## config.mk

```make
export PLATFORM = sky130hd
export DESIGN_NAME = mem_crypt_engine
export DESIGN_NICKNAME = d
export VERILOG_FILES = /design/src/rtl/mem_crypt_engine.sv
export SDC_FILE = /design/constraint.sdc
export NUM_CORES = 1
export LEC_CHECK = 0
export CAP_MARGIN = 20
export CORE_MARGIN = 3
export CORE_UTILIZATION = 45
export CTS_BUF_LIST = sky130_fd_sc_hd__clkbuf_16
export CTS_CLUSTER_DIAMETER = 50
export DETAILED_ROUTE_END_ITERATION = 6
export GPL_TIMING_DRIVEN = 1
export PLACE_DENSITY = 0.73
export SYNTH_ARGS = -nofsm -noshare
export SYNTH_HDL_FRONTEND = slang
export SYNTH_SLANG_ARGS = --single-unit
export TNS_END_PERCENT = 100
```

## constraint.sdc

```tcl
create_clock -name clk -period 3.7 [get_ports clk]
set_clock_uncertainty 0.15 [all_clocks]
set_input_delay 0.37 -clock clk [delete_from_list [all_inputs] [get_ports clk]]
set_output_delay 0.37 -clock clk [all_outputs]
set_load 0.02 [all_outputs]
```

## src/rtl/mem_crypt_engine.sv

```systemverilog
// mem_crypt_engine: memory-to-memory add-rotate block cipher with optional
// CBC-style chaining. It walks LEN words from a source base to a destination
// base through a single shared memory port, one word every three cycles.
module mem_crypt_engine #(
  parameter int DATA_W = 19,
  parameter int ADDR_W = 14,
  parameter int LEN_W  = 8,
  parameter int ROT    = 3
) (
  input  logic              clk,
  input  logic              rst,
  input  logic              start,
  input  logic              encrypt,
  input  logic              chain_en,
  input  logic [ADDR_W-1:0] src_addr,
  input  logic [ADDR_W-1:0] dst_addr,
  input  logic [LEN_W-1:0]  len,
  input  logic [DATA_W-1:0] key,
  input  logic [DATA_W-1:0] iv,
  output logic              busy,
  output logic              done,
  output logic              err,
  output logic [ADDR_W-1:0] mem_addr,
  output logic              mem_rd_en,
  input  logic [DATA_W-1:0] mem_rdata,
  output logic              mem_wr_en,
  output logic [DATA_W-1:0] mem_wdata
);

  typedef enum logic [2:0] {
    IDLE  = 3'd0,
    READ  = 3'd1,
    WAIT  = 3'd2,
    WRITE = 3'd3,
    FIN   = 3'd4
  } state_t;

  state_t state_q, state_d;

  // Command fields captured on an accepted start
  logic              encrypt_q;
  logic              chain_q;
  logic [ADDR_W-1:0] src_q;
  logic [ADDR_W-1:0] dst_q;
  logic [LEN_W-1:0]  len_q;
  logic [DATA_W-1:0] key_q;

  // Word index and chaining value for the current word
  logic [LEN_W-1:0]  idx_p0;
  logic [DATA_W-1:0] prev_p0;
  // Results computed in WAIT, consumed in WRITE
  logic [DATA_W-1:0] prev_next_p1;
  logic [DATA_W-1:0] wdata_p1;
  logic              err_q;

  logic              accept;
  logic              last;
  logic [DATA_W-1:0] idx_ext;
  logic [DATA_W-1:0] chain_term;
  logic [DATA_W-1:0] y_enc;
  logic [DATA_W-1:0] y_dec;

  function automatic logic [DATA_W-1:0] rotl(input logic [DATA_W-1:0] x);
    return (x << ROT) | (x >> (DATA_W - ROT));
  endfunction

  function automatic logic [DATA_W-1:0] rotr(input logic [DATA_W-1:0] x);
    return (x >> ROT) | (x << (DATA_W - ROT));
  endfunction

  assign accept     = (state_q == IDLE) && start;
  assign last       = (idx_p0 == (len_q - LEN_W'(1)));
  assign idx_ext    = DATA_W'(idx_p0);
  assign chain_term = chain_q ? prev_p0 : '0;

  // Encrypt mixes chain and key before the index add and rotate; decrypt
  // undoes the steps in reverse order, using the ciphertext read as chain.
  assign y_enc = rotl(((mem_rdata ^ chain_term) ^ key_q) + idx_ext);
  assign y_dec = ((rotr(mem_rdata) - idx_ext) ^ key_q) ^ chain_term;

  assign err       = err_q;
  assign mem_wdata = wdata_p1;

  // State register
  always_ff @(posedge clk or negedge rst) begin
    if (!rst) begin
      state_q <= IDLE;
    end else begin
      state_q <= state_d;
    end
  end

  // Next-state and memory strobe/address decode
  always_comb begin
    state_d   = state_q;
    busy      = 1'b0;
    done      = 1'b0;
    mem_rd_en = 1'b0;
    mem_wr_en = 1'b0;
    mem_addr  = '0;
    unique case (state_q)
      IDLE: begin
        if (start) begin
          state_d = (len == '0) ? FIN : READ;
        end
      end
      READ: begin
        busy      = 1'b1;
        mem_rd_en = 1'b1;
        mem_addr  = src_q + ADDR_W'(idx_p0);
        state_d   = WAIT;
      end
      WAIT: begin
        busy    = 1'b1;
        state_d = WRITE;
      end
      WRITE: begin
        busy      = 1'b1;
        mem_wr_en = 1'b1;
        mem_addr  = dst_q + ADDR_W'(idx_p0);
        state_d   = last ? FIN : READ;
      end
      FIN: begin
        done    = 1'b1;
        state_d = IDLE;
      end
      default: begin
        state_d = IDLE;
      end
    endcase
  end

  // Capture command fields when a start is accepted
  always_ff @(posedge clk) begin
    if (accept) begin
      encrypt_q <= encrypt;
      chain_q   <= chain_en;
      src_q     <= src_addr;
      dst_q     <= dst_addr;
      len_q     <= len;
      key_q     <= key;
    end
  end

  // Index, chaining value, write data and error flag
  always_ff @(posedge clk or negedge rst) begin
    if (!rst) begin
      idx_p0       <= '0;
      prev_p0      <= '0;
      prev_next_p1 <= '0;
      wdata_p1     <= '0;
      err_q        <= 1'b0;
    end else begin
      unique case (state_q)
        IDLE: begin
          if (start) begin
            idx_p0  <= '0;
            prev_p0 <= iv;
            err_q   <= (len == '0);
          end
        end
        // ---- WAIT: read data arrives, compute the word ----
        WAIT: begin
          wdata_p1     <= encrypt_q ? y_enc : y_dec;
          prev_next_p1 <= encrypt_q ? y_enc : mem_rdata;
        end
        // ---- WRITE: commit chain value, advance index ----
        WRITE: begin
          prev_p0 <= prev_next_p1;
          if (!last) begin
            idx_p0 <= idx_p0 + LEN_W'(1);
          end
        end
        default: begin
        end
      endcase
    end
  end

endmodule

```

==> reports/metrics.csv <==
metric;value;unit
syn_to_final_growth;32.61;%
htree_levels;4;
cts_tree;built;
crit_fanout;5;
status;finished clean;
synthTopCellsByArea;dfrtp_1, edfxtp_1, nand2_1, xnor2_1, xor2_1;
first_pass_iters;5;
ys_warn_count;0;
synth_top_flop_cell;dfrtp_1;
ys_ff_latch;126;
wl_per_cell;18.24;um
p_leak;4.293;nW
drive_gt1_share;11.81;%
ys_seq_area_share;44.34;%
die_h;137.3;um
hold_viol;0;
detail-route-antenna-nets;0;
p_total;8.161;mW
clk_latency;0.43;ns
r2r-start;chain_q$_DFFE_PP_;
die_w;137.3;um
rsz0062_at_grt;true;
finalSetupViolations;0;
path_common_cell;nand2_2;
wirelength;21800;um
maxSlewViolCount;0;
synth_cells;798;
slew_headroom;42.78;%
cts.sinks;126;
grt_pass1_vias;6401;
cts_buffer_depth;2;
crit_arrival;3.12;ns
synth_top_area_share;22.27;%
crit_path_end_kind;primary output;
gr-usage-all-layers;23.20;%
grt_pass1_wl;33690;um
start_kind;flop;
dp_hpwl;15630;um
drv_cap;0;
vdd_drop_max;0.4992;mV
worst_slew_pin_slew;0.8518;ns
boundaryPins;136;
period_share;98.30;%
fin_nets;1088;
vias_per_cell;5.587;
hp-class;reg2reg;
utilization;61.57;%
core_area;16700;um2
die-area;18840;um2
yosysTopAreaCell;dfrtp_1;
period_minus_slack;3.637;ns
cp.required;3.18;ns
max_freq;274.9;MHz
syn_avg_cell_area;9.716;um2
async_flop_share;54.76;%
syn_nets;925;
powerDensity;793.7;nW/um2
critical_path.cell_chain;nand3b_1, inv_2, nand2_2, nand2_2, ha_4, fa_2, a21o_1, a21oi_2, o21ai_1, a31o_2, a221oi_4, nor4bb_4, buf_4;
synthesis.area;7754;um2
vias;6677;
drt_drc_violations_left;0;
place_congestion;0.8988;
cp_slowest_stage_delay;0.39;ns
gr-total-overflow;0;
cts_made_buffers;17;
root_buffer;clkbuf_16;
critPathLaunch;state_q[0]$_DFFE_PN0P_;
rows;47;
path_clk_slew;0.06;ns
io_buffer_count;135;
synth_cell_type_count;70;
min_from;prev_p0[14]$_DFFE_PN0P_;
worst_path_max_delay_cell;dfrtp_1;
drt_iter0_drc;501;
grt_max_degree;41;
synth_edf_count;57;
initial_core_util;46.43;%
critPathKind;reg2out;
antenna_found_initial;1;
-- metrics by stage --
step                      instances  hold slack [ns]  area (um2)  setup TNS [ns]  setup slack [ns]
after floorplan                 798         -0.07559        7782               0           0.04616
after global placement         1150           0.3015        9523               0           0.08432
after detailed placement       1150           0.3050        9523        -0.08497          -0.04779
after CTS                      1186           0.3203       10180        -0.03643          -0.03643
after global routing           1195           0.3231       10280         -0.1158          -0.07872
final                          1195           0.3190       10280               0           0.06281
-- layout by cell type, fill, tap and decap left out, types with 22 or more instances in the layout --
cell type,instances
clkdlybuf4s50_1,124
dfrtp_1,69
nor2_1,56
ha_1,23
nand2_1,128
xor2_1,38
xnor2_1,44
o21ai_0,28
a21oi_1,40
edfxtp_1,57
a22oi_1,23
inv_1,22
buf_4,37
-- layer usage --
metal / vias up / global-route usage, % / wire [um]
met5: - / 0 / 0
met4: 0 / 7.539 / 448
met3: 36 / 5.369 / 1597
met2: 269 / 34.66 / 9861
met1: 3165 / 33.38 / 9889
li1: 3207 / - / -
-- worst max-delay path: cells and delay by family (launching register included) --
kind,cells,cell delay [ns]
flops,1,0.39
compound gates,5,1.00
simple gates,4,0.46
buf+inv,2,0.31
fa+ha+maj,2,0.53
-- power breakdown --
part / internal [mW] / leakage (nW) / switching, mW
sequential: 1.94 / 1.36 / 0.296
clock: 1.01 / 0.291 / 0.701
combinational: 1.81 / 2.64 / 2.41
-- Yosys cell counts (3+ instances only) --
| master | count |
|---|---|
| a211o_1 | 3 |
| a211oi_1 | 11 |
| a21o_1 | 6 |
| a21oi_1 | 41 |
| a22oi_1 | 23 |
| a311oi_1 | 3 |
| a31oi_1 | 12 |
| and2_1 | 8 |
| and3_1 | 12 |
| buf_1 | 5 |
| clkbuf_1 | 24 |
| dfrtp_1 | 69 |
| edfxtp_1 | 57 |
| fa_1 | 3 |
| ha_1 | 26 |
| inv_1 | 24 |
| mux2_2 | 3 |
| mux2i_1 | 17 |
| nand2_1 | 130 |
| nand2b_1 | 8 |
| nand3_1 | 18 |
| nand3b_1 | 4 |
| nand4_1 | 11 |
| nand4b_1 | 3 |
| nor2_1 | 58 |
| nor2b_1 | 4 |
| nor3_1 | 15 |
| nor3b_1 | 4 |
| nor4_1 | 5 |
| o211ai_1 | 6 |
| o21a_1 | 5 |
| o21ai_0 | 32 |
| o221ai_1 | 4 |
| o31ai_1 | 3 |
| or3_1 | 8 |
| xnor2_1 | 44 |
| xnor3_1 | 4 |
| xor2_1 | 38 |
| xor3_1 | 5 |
-- registers in the layout (all words and copies together), names as in the netlist --
signal,count
chain_q,1
dst_q,14
encrypt_q,1
err,1
idx_p0,8
key_q,19
len_q,8
mem_wdata,19
prev_next_p1,19
prev_p0,19
src_q,14
state_q,3
-- worst paths after layout --
kind                            depth (start not counted)  slack (ns)                        end
worst min-delay path                                    2        0.32    prev_p0[14]$_DFFE_PN0P_
worst max register to register                         12        0.22  mem_wdata[17]$_DFFE_PN0P_
worst max-delay path                                   13        0.06               mem_addr[10]
min in group asynchronous                               2        0.41    prev_p0[13]$_DFFE_PN0P_
worst min register to register                          2        0.32    prev_p0[14]$_DFFE_PN0P_
max in group asynchronous                               3        2.30     prev_p0[7]$_DFFE_PN0P_
-- final cells by class --
cell class,count,area (um2)
multi-input cells,617,4213
fillers,1391,6419
clock inverters,15,175.2
diodes,1,2.502
inverters,24,90.09
flip-flops and latches,126,3438
clock buffers,17,425.4
well taps,220,275.3
repair buffers,175,1663
-- cell families (layout without fill, tap and decap cells) --
kind of cell / Yosys count / in the layout / synth area share [%]
adders and majority gates: 29 / 29 / 4.970
xor gates and xnor gates: 91 / 91 / 11.96
muxes: 20 / 20 / 2.630
other: 0 / 1 / 0
and+or+nand+nor: 307 / 307 / 19.01
DFF: 126 / 126 / 44.34
AOI/OAI and AO/OA: 170 / 170 / 14.39
buffers and inverters: 55 / 231 / 2.695
-- repair_timing --
action	in CTS	in global routing
setup endpoints to repair	10	7
pin swaps	3	12
hold endpoints to repair	31	0
setup buffers	3	8
hold buffers	1	0
gates resized for setup	31	29
No activity file was read; power rests on OpenSTA's default activity.
